[config.mk]
export PLATFORM = sky130hd
export DESIGN_NAME = dac_chan_sched_flat
export DESIGN_NICKNAME = d
export VERILOG_FILES = /design/src/rtl/dac_chan_sched_if.sv /design/src/rtl/dac_chan_sched.sv /design/src/flat_wrapper.sv
export SDC_FILE = /design/constraint.sdc
export NUM_CORES = 1
export LEC_CHECK = 0
export ABC_AREA = 1
export BUFFER_PORTS_ARGS = -buffer_cell sky130_fd_sc_hd__buf_2
export CAP_MARGIN = 10
export CORE_MARGIN = 3
export CORE_UTILIZATION = 55
export CTS_CLUSTER_SIZE = 10
export DETAILED_ROUTE_END_ITERATION = 6
export PLACE_DENSITY = 0.76
export REMOVE_ABC_BUFFERS = 1
export SETUP_SLACK_MARGIN = 0.05
export SLEW_MARGIN = 5
export SYNTH_ARGS = -nofsm -noshare
export SYNTH_HDL_FRONTEND = slang
export SYNTH_SLANG_ARGS = --single-unit
[constraint.sdc]
create_clock -name bitclk -period 2.79 [get_ports bitclk]
set_input_delay 0.558 -clock bitclk [delete_from_list [all_inputs] [get_ports bitclk]]
set_output_delay 0.558 -clock bitclk [all_outputs]
set_load 0.005 [all_outputs]
[src/rtl/dac_chan_sched_if.sv]
// rtl/dac_chan_sched_if.sv - register-write port and serial DAC word-engine handshake for dac_chan_sched
interface dac_chan_sched_if #(
    parameter int NCH = 8,
    parameter int DW  = 16,
    parameter int TW  = 6
);
    logic                    ch_wr;
    logic [$clog2(NCH)-1:0]  ch_addr;
    logic [DW-1:0]           ch_data;
    logic [TW-1:0]           ch_tm;
    logic                    busybee;
    logic [DW-1:0]           vin;
    logic [TW-1:0]           tm;
    logic                    nw;

    modport master (
        input  ch_wr, ch_addr, ch_data, ch_tm, busybee,
        output vin, tm, nw
    );

    modport slave (
        output ch_wr, ch_addr, ch_data, ch_tm, busybee,
        input  vin, tm, nw
    );
endinterface

[src/rtl/dac_chan_sched.sv]
// rtl/dac_chan_sched.sv - round-robin channel scheduler for one serial DAC word engine
// Optional fixed priority for channel 0 when DAC_CHAN_SCHED_PRIO0_EN is defined.
module dac_chan_sched #(
    parameter int NCH    = 8,
    parameter int DW     = 16,
    parameter int TW     = 6,
    parameter int ACK_TO = 40
) (
    input  logic                   bitclk,
    input  logic                   rst_n,
    input  logic                   enable,
    input  logic                   err_clr,
    dac_chan_sched_if.master       bus,
    output logic [$clog2(NCH)-1:0] cur_ch,
    output logic [NCH-1:0]         pending,
    output logic                   ack_err
);
    localparam int AW = $clog2(NCH);
    localparam int CW = $clog2(ACK_TO + 1);

    typedef enum logic [1:0] {IDLE, REQ, BUSY} state_t;

    state_t              state_q, state_d;
    logic [DW+TW-1:0]    regs [NCH];
    logic [AW-1:0]       ptr_q;
    logic [CW-1:0]       cnt_q;
    logic [AW-1:0]       nxt_ch;
    logic                nxt_found;
    logic [NCH-1:0]      pend_d;
    logic                issue, accept, timeout;

    // First pending channel after the last served one, wrapping NCH-1 -> 0.
    always_comb begin
        nxt_found = 1'b0;
        nxt_ch    = '0;
        for (int i = 1; i <= NCH; i++) begin
            if (!nxt_found && pending[ptr_q + AW'(i)]) begin
                nxt_found = 1'b1;
                nxt_ch    = ptr_q + AW'(i);
            end
        end
`ifdef DAC_CHAN_SCHED_PRIO0_EN
        if (pending[0]) begin
            nxt_ch = '0;
        end
`endif
    end

    always_comb begin
        state_d = state_q;
        issue   = 1'b0;
        accept  = 1'b0;
        timeout = 1'b0;
        case (state_q)
            IDLE: begin
                if (enable && (|pending)) begin
                    issue   = 1'b1;
                    state_d = REQ;
                end
            end
            REQ: begin
                if (bus.busybee) begin
                    accept  = 1'b1;
                    state_d = BUSY;
                end else if (cnt_q <= CW'(1)) begin
                    timeout = 1'b1;
                    state_d = IDLE;
                end
            end
            BUSY: begin
                // Issuing on the falling edge of busybee keeps nw high for the engine's end-of-word decision.
                if (!bus.busybee) begin
                    if (enable && (|pending)) begin
                        issue   = 1'b1;
                        state_d = REQ;
                    end else begin
                        state_d = IDLE;
                    end
                end
            end
            default: state_d = IDLE;
        endcase
    end

    // A write in the same cycle as an issue or timeout wins, so the newest value is always sent later.
    always_comb begin
        pend_d = pending;
        if (issue) begin
            pend_d[nxt_ch] = 1'b0;
        end
        if (timeout) begin
            pend_d[cur_ch] = 1'b1;
        end
        if (bus.ch_wr) begin
            pend_d[bus.ch_addr] = 1'b1;
        end
    end

    always_ff @(posedge bitclk or negedge rst_n) begin
        if (!rst_n) begin
            state_q <= IDLE;
            pending <= '0;
            ptr_q   <= AW'(NCH - 1);
            cur_ch  <= '0;
            cnt_q   <= '0;
            ack_err <= 1'b0;
            bus.vin <= '0;
            bus.tm  <= '0;
            bus.nw  <= 1'b0;
            for (int i = 0; i < NCH; i++) begin
                regs[i] <= '0;
            end
        end else begin
            state_q <= state_d;
            pending <= pend_d;
            if (bus.ch_wr) begin
                regs[bus.ch_addr] <= {bus.ch_data, bus.ch_tm};
            end
            if (issue) begin
                {bus.vin, bus.tm} <= regs[nxt_ch];
                cur_ch            <= nxt_ch;
                bus.nw            <= 1'b1;
                cnt_q             <= CW'(ACK_TO);
            end else if (accept || timeout) begin
                bus.nw <= 1'b0;
            end else if (state_q == REQ) begin
                cnt_q <= cnt_q - CW'(1);
            end
`ifdef DAC_CHAN_SCHED_PRIO0_EN
            if (accept && (cur_ch != '0)) begin
                ptr_q <= cur_ch;
            end
`else
            if (accept) begin
                ptr_q <= cur_ch;
            end
`endif
            if (timeout) begin
                ack_err <= 1'b1;
            end else if (err_clr) begin
                ack_err <= 1'b0;
            end
        end
    end
endmodule

[src/flat_wrapper.sv]
// flat-port wrapper written by rule: the top's interface ports become plain ports
module dac_chan_sched_flat 
#(
    parameter int NCH    = 8,
    parameter int DW     = 16,
    parameter int TW     = 6,
    parameter int ACK_TO = 40
)
  (bitclk, rst_n, enable, err_clr, cur_ch, pending, ack_err, bus_ch_wr, bus_ch_addr, bus_ch_data, bus_ch_tm, bus_busybee, bus_vin, bus_tm, bus_nw);
  dac_chan_sched_if #(.NCH(NCH), .DW(DW), .TW(TW)) bus_i ();
  input  logic bitclk;
  input  logic rst_n;
  input  logic enable;
  input  logic err_clr;
  output logic [$clog2(NCH)-1:0] cur_ch;
  output logic [NCH-1:0] pending;
  output logic ack_err;
  input wire logic [$bits(bus_i.ch_wr)-1:0] bus_ch_wr;
  input wire logic [$bits(bus_i.ch_addr)-1:0] bus_ch_addr;
  input wire logic [$bits(bus_i.ch_data)-1:0] bus_ch_data;
  input wire logic [$bits(bus_i.ch_tm)-1:0] bus_ch_tm;
  input wire logic [$bits(bus_i.busybee)-1:0] bus_busybee;
  output wire logic [$bits(bus_i.vin)-1:0] bus_vin;
  output wire logic [$bits(bus_i.tm)-1:0] bus_tm;
  output wire logic [$bits(bus_i.nw)-1:0] bus_nw;
  assign bus_i.ch_wr = bus_ch_wr;
  assign bus_i.ch_addr = bus_ch_addr;
  assign bus_i.ch_data = bus_ch_data;
  assign bus_i.ch_tm = bus_ch_tm;
  assign bus_i.busybee = bus_busybee;
  assign bus_vin = bus_i.vin;
  assign bus_tm = bus_i.tm;
  assign bus_nw = bus_i.nw;
  dac_chan_sched #(.NCH(NCH), .DW(DW), .TW(TW), .ACK_TO(ACK_TO)) u_core (.bitclk(bitclk), .rst_n(rst_n), .enable(enable), .err_clr(err_clr), .bus(bus_i), .cur_ch(cur_ch), .pending(pending), .ack_err(ack_err));
endmodule
Word level (Yosys, flattened, before mapping) --
Index checks and enable logic that the tools add are counted.
Storage, ports and cells: register bits after elaboration 222, bits in latches 0, memory bits (writable) 0, memory bits (read-only) 0, output and inout bits 35, logic and storage cells 149, memories kept 0
Cells by class: add/subtract/negate cells 8, $mul 0, divide/modulo/power cells 0, $lt $le $gt $ge 18, equal/unequal tests 6, shift-type cells 0, multiplexer cells 67, bitwise gates (word level) 6, reduce and logical (&&, ||, !) cells 27
Operators with widths (number):
- bitwise mux 176 bit | 1
- binary-select mux 22 bit (select 3 bit) | 1
- demux 22 bit (select 3 bit) | 1
- two-way mux 22 bit | 3
- < comparator 3 x 4 -> 1 bit, second input constant | 11
- two-way mux 1 bit | 30
- binary-select mux 1 bit (select 3 bit) | 8
- two-way mux 3 bit | 8
- two-way mux 8 bit | 3
- two-way mux 6 bit | 3
- bitwise OR 8 bit | 2
- adder 3 bit, second input constant | 4
- logical AND 1 bit | 12
- demux 1 bit (select 3 bit) | 3
- >= comparator 3 x 1 -> 1 bit, second input constant | 3
- bitwise AND 8 bit | 1
- >= comparator 4 bit, second input constant | 2
- two-way mux 2 bit | 4
- NOT 3 -> 4 bit | 2
- NOT 8 bit | 1
- OR reduction 8 bit | 1
- logical NOT 1 bit | 7
- adder 3 x 2 -> 3 bit, second input constant | 2
- less-or-equal comparator 6 x 1 -> 1 bit, second input constant | 1
- other kinds (15) | 18

Depth between registers and ports, before layout --
Gate-level depths: netlist (run 1).
depth after elaboration 36, gate-level depth with buffers 21

Worst setup path before layout (run 1) --
No wires, ideal clock.
path kind register -> register, from reg u_core.ptr_q[0], to reg u_core.pending[7], library setup time 0.124 ns, arrival time 2.633 ns, data required time 2.666 ns, slack 0.033 ns, stages on the path, launching flop included 18, path buffers 1, period minus slack after synthesis 2.757 ns, path through dfstp_2 inv_2 ha_1 inv_2 nand3_1 nand3_1 nand2_2 nor2_4 nand4_4 nor2_4 o21ai_1 nand2_1 nand2_1 nor2_2 buf_6 nand2_1 a21oi_1 o21ai_1
Between the ends: word-level cells in the longest chain between the ends 36
Ends and longest elaborated chain:
- start, declared | line dac_chan_sched.sv:25 | logic [AW-1:0] ptr_q;
- start signal, assigned | line dac_chan_sched.sv:103 | ptr_q <= AW'(NCH - 1);
- start signal, assigned | line dac_chan_sched.sv:135 | ptr_q <= cur_ch;
- adder 3 x 1 -> 3 bit | line dac_chan_sched.sv:37, dac_chan_sched.sv:39
- binary-select mux 1 bit (select 3 bit) | line dac_chan_sched.sv:37 | if (!nxt_found && pending[ptr_q + AW'(i)]) begin
- two-way mux 1 bit (not written as such) | line dac_chan_sched.sv:37
- two-way mux 1 bit | line dac_chan_sched.sv:37
- logical NOT 1 bit | line dac_chan_sched.sv:37
- logical AND 1 bit | line dac_chan_sched.sv:37
- two-way mux 1 bit | line dac_chan_sched.sv:37
- logical NOT 1 bit | line dac_chan_sched.sv:37
- (+21 left out)
- NOT 8 bit (no line) (*)
- bitwise AND 8 bit (no line) (*)
- two-way mux 8 bit (*) | line dac_chan_sched.sv:88 | if (issue) begin
- bitwise OR 8 bit (no line)
- two-way mux 8 bit (*) | line dac_chan_sched.sv:91 | if (timeout) begin
- bitwise OR 8 bit (no line)
- two-way mux 8 bit (*) | line dac_chan_sched.sv:94 | if (bus.ch_wr) begin
- via u_core.pend_d[7] | line dac_chan_sched.sv:29 | logic [NCH-1:0] pend_d;
- end signal, assigned | line dac_chan_sched.sv:115 | pending <= pend_d;
- end, declared | line dac_chan_sched.sv:15 | output logic [NCH-1:0] pending,
Mark *: on every way through the listed nets, which the timed path passes. The rest lies on a longest branch. The select of a mux whose other input is x is not followed. A chain may end at the register's enable or synchronous reset.

Worst setup path in the final report (run 1) --
from reg u_core.ptr_q[0], to reg u_core.bus.tm[4]
Between the ends: word-level cells in the longest chain between the ends 29
Ends and longest elaborated chain:
- adder 3 x 1 -> 3 bit | line dac_chan_sched.sv:37, dac_chan_sched.sv:39
- binary-select mux 1 bit (select 3 bit) | line dac_chan_sched.sv:37
- two-way mux 1 bit (not written as such) | line dac_chan_sched.sv:37
- two-way mux 1 bit | line dac_chan_sched.sv:37
- logical NOT 1 bit | line dac_chan_sched.sv:37
- logical AND 1 bit | line dac_chan_sched.sv:37
- two-way mux 1 bit | line dac_chan_sched.sv:37
- logical NOT 1 bit | line dac_chan_sched.sv:37
- (+12 left out)
- logical AND 1 bit | line dac_chan_sched.sv:37
- two-way mux 1 bit | line dac_chan_sched.sv:37
- logical NOT 1 bit | line dac_chan_sched.sv:37
- logical AND 1 bit | line dac_chan_sched.sv:37
- two-way mux 3 bit (*) | line dac_chan_sched.sv:37
- NOT 3 -> 4 bit (not written as such) (*) | line dac_chan_sched.sv:120 | {bus.vin, bus.tm} <= regs[nxt_ch];
- binary-select mux 22 bit (select 3 bit) (*) | line dac_chan_sched.sv:120
- two-way mux 22 bit (not written as such) (*) (2 in a row) | line dac_chan_sched.sv:120
- end signal, assigned | line dac_chan_sched.sv:120
- end, declared | line dac_chan_sched_if.sv:18 | output vin, tm, nw
Every way passes the cells marked *; elsewhere a longest branch is shown, timed or not. The select of a mux whose other input is x is not followed.

==> key figures, run 1 <==
CTS
  – Clk buf depth: 3
  – Htree depth: 1
  – CTS tree: yes
  – Clk slew on worst S/H paths: around 0.060 ns
  – Clk root buf: clkbuf_16
  – Latest clock arrival within the worst-skew pair: between 0.5 and 0.6 ns
  – Clock Sink Count: roughly 220
  – Total CTS buffers: 26

Drt
  – Post-DRT Antenna Nets: 0
  – Number of DRC markers in iteration 0: between 1000 and 1500
  – Drt total wl: ~30 mm
  – Vias per cell: 5.562
  – WL per Instance: between 15 and 20 um
  – DR vias: ~10000
  – First-pass DRT Iterations: 5
  – DRC viols: 0

Timing
  – TNS Setup: -1.677 ns
  – Max Transition Viols Final: 0
  – RSZ-0062 raised after global routing: yes
  – Fin crit share: 1.077
  – Fmax: 332.8 MHz
  – Final setup margin: -0.2152 ns
  – Worst Tran Pin Value: approximately 0.64 ns
  – Worst slew margin: 0.5708
  – Final setup viols: 24
  – Clk_skew: ~0.011 ns
  – Final hold vios: 0
  – Final worst path period need: 3.005 ns

Yosys
  – Synth Area in Adders: 0.004590
  – Cell Area, Synth: 10900 um2
  – Register bit total from synthesis: 222
  – Post-synth EDFFs: 0
  – Main area contributors after synthesis: dfrtp_1 (50%), nand2_1 (18%), o21ai_0 (7.9%)
  – Synth Area in XOR/XNOR: 0.003098
  – Share of the synthesized area in the top cell type: 0.5026
  – Simple-gate share of the synthesized area: 0.3156
  – Synth Flop Type: dfrtp_1
  – Count leader, synth: nand2_1
  – Top cells by instance count after synthesis: nand2_1 (533), dfrtp_1 (219), o21ai_0 (173)
  – Yosys cell types: 33
  – Main combinational cell family by area after synthesis: simple AND/OR/NAND/NOR gates
  – YS warnings: 0
  – Synth area leader: dfrtp_1
  – Post-Syn Instances: between 1000 and 1500
  – Syn_area_per_cell: roughly 7.7 um2
  – Mux contribution to synthesized area: 0
  – Compound-Gate Fraction of Synth Area: 0.09777
  – Post-synthesis sequential area ratio: 0.5099
  – Ys async rst share: 1.000

Setup path
  – Critical path origin: u_core.ptr_q[0]
  – Register-to-register setup slack: -0.22 ns
  – R2r endpoint: u_core.bus.tm[4]
  – Crit Path Category: reg2reg
  – Crit path max-delay family: simple AND/OR/NAND/NOR gates
  – CP cell instances: buf_4, ha_4, inv_1, nand2_1, nand2_2, buf_4, nand3_1, nand2_2, inv_2, nand4_4, nor2_4, nand2_2, nand3_4, buf_12, clkbuf_16, nand3_1, nand2_1, nand2_1, nand3_1, nor2_1, nor2_1
  – Slowest CP cell: dfstp_2
  – Worst reg2reg startpoint: u_core.ptr_q[0]
  – Crit-path max cell delay: around 0.53 ns
  – Startpoint type of the worst setup path: flip-flop
  – CP Max Fanout: 12
  – R2R cell count: 21
  – Worst path depth: 21
  – Worst path arrival time: 3.44 ns
  – WP data required: approximately 3.2 ns
  – Critical Path Sink: u_core.bus.tm[4]
  – CP endpoint kind: flip-flop
  – Buffers plus inverters on the worst setup path: 6

Global route
  – Vias in the first global route: ~9200
  – First-pass GRT wire length: approximately 47 mm
  – All-layer global routing usage: 0.2641
  – Largest net degree at the start of global routing: around 80
  – Grt ovf: 0
  – Initial antenna violation count: 0

Floorplanning
  – Die width: 146.8 um
  – Chip height: 146.8 um
  – Core Box Area: between 15000 and 20000 um2
  – Initial Util: 0.5714
  – DIE AREA: 21550 um2
  – I/O Pins: 66
  – # rows: 50

Finish
  – # diodes: 0
  – Layout area overhead: 22.21%
  – Fillcell total: roughly 1500
  – Share of layout cells above drive strength 1: 0.1848
  – Nets: between 1500 and 2000

Placed design
  – Final Wtd Congestion: between 0.8 and 0.9
  – Port bufs: 65
  – HPWL after DPL: approximately 17 mm

Run
  – Max-Cap Viols: 0

Status
  – Failing checks: negative setup slack
  – Status: finished with violations

Hold path
  – Worst hold path class: in2async
## cell type report
class                      count  area (um2)  area share
inverter                      88       335.3     0.02517
clock inverter                 1       16.27    0.001221
timing repair buffer         156        1463      0.1098
sequential                   222        5559      0.4172
clock buffer                  40       713.2     0.05353
tap                          260       325.3     0.02442
multi-input combinational   1035        4912      0.3687
## flip-flops by register name (all words and copies together), names as in the netlist
| register | count |
|---|---|
| u_core.ack_err | 1 |
| u_core.bus.nw | 1 |
| u_core.bus.tm | 6 |
| u_core.bus.vin | 16 |
| u_core.cnt_q | 6 |
| u_core.cur_ch | 3 |
| u_core.pending | 8 |
| u_core.ptr_q | 3 |
| u_core.regs | 176 |
| u_core.state_q | 2 |
## layout by cell type (no fill, tap or decap), drive strengths merged
cell type / synthesis / layout
nor4: 4 / 4
clkbuf: 37 / 46
nand3: 152 / 152
inv: 88 / 88
nand3b: 3 / 3
dfrtp: 219 / 219
or2: 22 / 22
nor2: 86 / 86
o21a: 1 / 1
xnor2: 2 / 2
o22ai: 1 / 1
nor3: 2 / 2
a21oi: 24 / 24
buf: 39 / 150
ha: 4 / 4
dfstp: 3 / 3
xor2: 1 / 1
clkinv: 0 / 1
o211ai: 3 / 3
nand2: 538 / 539
o21ai: 181 / 181
nand4: 10 / 10
## stage by stage
step	cells	hold WS [ns]	utilization	cell area [um2]	setup slack, ns
2_1_floorplan	1344	0.2624	-	10480	-1.823
3_3_place_gp	1736	0.4662	0.6203	11840	-0.1078
3_5_place_dp	1736	0.4729	0.6203	11840	-0.1694
4_1_cts	1788	0.03498	0.6730	12840	0.01293
5_1_grt	1802	0.06254	0.6983	13320	-0.3817
6_report	1802	0.01646	0.6983	13320	-0.2152
## how the worst min path moves through the flow
stage                                   to        startpoint  slack [ns]
final                     u_core.regs[144]             rst_n        0.02
after global routing      u_core.regs[135]             rst_n        0.06
after CTS                 u_core.regs[144]             rst_n        0.03
after detailed placement  u_core.regs[110]  u_core.regs[110]        0.47
after global placement    u_core.regs[138]  u_core.regs[138]        0.47
after floorplan             u_core.ack_err             rst_n        0.26
## cells by family after synthesis
family | after synthesis
AO/OA/AOI/OAI | 210
buffers and inverters | 164
AND/OR/NAND/NOR | 817
adder cells (fa/ha/maj) | 4
XOR/XNOR | 3
flip-flops | 222
## what timing repair did
action,CTS,global route
setup endpoints to repair,31,31
pin swaps,11,24
gates resized for setup,38,71
setup buffers,10,5
hold buffers,0,0
gates cloned,1,9
endpoints found under the hold margin,0,0
## per-layer routing
metal / share of wire / global-route usage / up-vias
li1: - / - / 4773
met5: 0 / 0 / -
met4: 0.022 / 0.06585 / 0
met3: 0.071 / 0.03732 / 66
met2: 0.48 / 0.4220 / 393
met1: 0.43 / 0.3849 / 4791
Power of run 1 is left out: the tool's default activity adds up to more than one toggle a clock period on the data nets, which glitch-free logic cannot reach.
==> run 2: changes to the inputs <==
--- a/config.mk
+++ b/config.mk
@@ -9,10 +9,11 @@
 export BUFFER_PORTS_ARGS = -buffer_cell sky130_fd_sc_hd__buf_2
 export CAP_MARGIN = 10
 export CORE_MARGIN = 3
-export CORE_UTILIZATION = 55
+export CORE_UTILIZATION = 66
 export CTS_CLUSTER_SIZE = 10
 export DETAILED_ROUTE_END_ITERATION = 6
-export PLACE_DENSITY = 0.76
+export GPL_ROUTABILITY_DRIVEN = 0
+export PLACE_DENSITY = 0.86
 export REMOVE_ABC_BUFFERS = 1
 export SETUP_SLACK_MARGIN = 0.05
 export SLEW_MARGIN = 5
==> constraint.sdc (replaced) <==
create_clock -name bitclk -period 3.6 [get_ports bitclk]
set_input_delay 0.72 -clock bitclk [delete_from_list [all_inputs] [get_ports bitclk]]
set_output_delay 0.72 -clock bitclk [all_outputs]
set_load 0.005 [all_outputs]
==> key figures, run 2 (synthesis gave the netlist of run 1 again) <==
Timing
  – Max Transition Viols Final: 0
  – Final hold vios: 0
  – Final worst path period need: between 3 and 4 ns
  – Worst slew margin: 0.4811
  – Final setup viols: 0
  – RSZ-0062 raised after global routing: no
  – Fin crit share: 0.9063
  – Worst Tran Pin Value: about 0.78 ns
  – Clk_skew: roughly 0.02 ns
  – Hold_ws: between 0.2 and 0.25 ns
  – Fmax: 306.5 MHz

Finish
  – Layout area overhead: 10.71%
  – Commonest non-fill, non-tap cell in the layout: nand2_1
  – # diodes: 0
  – Area taken by multi-input logic gates: ~4600 um2
  – Fillcell total: 1213
  – Share of layout cells above drive strength 1: 0.1145
  – Final instance area: 12070 um2
  – Reg with most FFs: u_core.regs
  – Final Core Density: 0.7544
  – Most frequent cells in the layout: nand2_1 (533), dfrtp_1 (219), o21ai_0 (173)
  – Biggest regs: u_core.regs: 176 flops, u_core.bus.vin: 16 flops, u_core.pending: 8 flops
  – Max FFs per register: roughly 180
  – Fin cells: ~1700
  – Reg area: approximately 5600 um2
  – Nets: about 1500

CTS
  – CTS tree: yes
  – Latest clock arrival within the worst-skew pair: between 0.5 and 0.6 ns
  – Htree depth: 1
  – Clk slew on worst S/H paths: around 0.050 ns
  – Total CTS buffers: 26
  – Clk root buf: clkbuf_16
  – # hold bufs at CTS: 0
  – Clk buf depth: 3
  – Clock Sink Count: roughly 220

Floorplanning
  – DIE AREA: 18100 um2
  – Initial Util: 0.6814
  – Die width: about 130 um
  – # rows: 46
  – Chip height: 134.5 um
  – Core Box Area: 16000 um2
  – I/O Pins: 66

Global route
  – Initial antenna violation count: 0
  – First-pass GRT wire length: roughly 45 mm
  – All-layer global routing usage: 0.3095
  – Largest net degree at the start of global routing: 100
  – Vias in the first global route: between 9000 and 10000
  – Grt ovf: 0

Drt
  – DR vias: 9796
  – Number of DRC markers in iteration 0: between 1000 and 1500
  – Post-DRT Antenna Nets: 0
  – First-pass DRT Iterations: 5
  – Drt total wl: 27.69 mm
  – WL per Instance: about 16 um
  – Vias per cell: 5.821
  – DRC viols: 0

Setup path
  – Top cell by count, worst path: nor2_4
  – R2R cell count: 17
  – R2r endpoint: u_core.pending[7]
  – Slowest CP cell: dfstp_2
  – Crit Path Category: reg2reg
  – Crit-path max cell delay: approximately 0.54 ns
  – Startpoint type of the worst setup path: flip-flop
  – CP endpoint kind: flip-flop
  – WP data required: approximately 4 ns
  – CP Max Fanout: 42
  – Worst reg2reg startpoint: u_core.ptr_q[0]
  – CP cell instances: inv_2, ha_1, inv_2, nand3_1, nand3_1, nand2_2, nor2_4, nand4_4, nor2_4, nand2_1, nand3_2, nand2_2, buf_4, nor2_4, nand2_1, a21oi_1, o21ai_1
  – Worst path arrival time: about 3.7 ns
  – Critical path origin: u_core.ptr_q[0]
  – Critical Path Sink: u_core.pending[7]
  – Register-to-register setup slack: 0.34 ns

Hold path
  – Worst hold path class: in2async

Placed design
  – HPWL after DPL: 15.63 mm
  – Placed cells: ~1700
  – Post-DP Area: 11360 um2
  – Port bufs: 65

Status
  – Status: complete, no violations

Run
  – Max-Cap Viols: 0
==> run 2: cell types whose count changed in the layout (fill, tap and decap cells not counted), sizes merged <==
| cell | previous run | this run |
|---|---|---|
| buf | 150 | 92 |
| clkbuf | 46 | 29 |
| clkinv | 1 | 2 |
| nand2 | 539 | 538 |
==> run 2: per-stage QoR <==
stage	TNS (ns)	worst slack, ns
4_1_cts	0	0.3256
2_1_floorplan	-25.47	-1.013
3_3_place_gp	0	0.4962
6_report	0	0.3372
3_5_place_dp	0	0.4050
5_1_grt	0	0.1078
==> run 2: critical path: cells and delay by family (launching register included) <==
kind / cells / cell delay, ns
fa+ha+maj: 1 / 0.39
compound gates: 2 / 0.24
simple gates: 11 / 1.45
buf+inv: 3 / 0.52
flops: 1 / 0.54
==> run 2: final cells by class <==
class,instances,share of cell area
Inverter,88,0.02737
Tap cell,216,0.02239
Sequential cell,222,0.4606
Clock inverter,2,0.001762
Clock buffer,29,0.05649
Timing Repair Buffer,92,0.05007
Multi-Input combinational cell,1034,0.3814
==> run 2: how the worst min path moves through the flow <==
stage / end / slack, ns / cells past startpoint / start
after floorplan: u_core.ack_err / 0.42 / 0 / rst_n
after global placement: u_core.regs[118] / 0.47 / 2 / u_core.regs[118]
after detailed placement: u_core.regs[169] / 0.47 / 2 / u_core.regs[169]
after CTS: u_core.bus.vin[12] / 0.26 / 1 / rst_n
after global routing: u_core.cnt_q[3] / 0.26 / 1 / rst_n
final: u_core.cnt_q[3] / 0.21 / 1 / rst_n
==> run 2: per-layer routing <==
metal	vias up	wire, um	GRT usage
met2	490	13290	0.5075
met3	72	2391	0.04173
li1	4630	-	-
met5	-	0	0
met4	0	751	0.1097
met1	4604	11260	0.4306
==> run 2: repair_timing <==
| action | CTS | global route |
|---|---|---|
| endpoints found under the hold margin | 0 | 0 |
| setup endpoints to repair | 0 | 3 |
| setup buffers | 0 | 0 |
| resized for setup | 0 | 2 |
Power of run 2 is left out for the same reason.
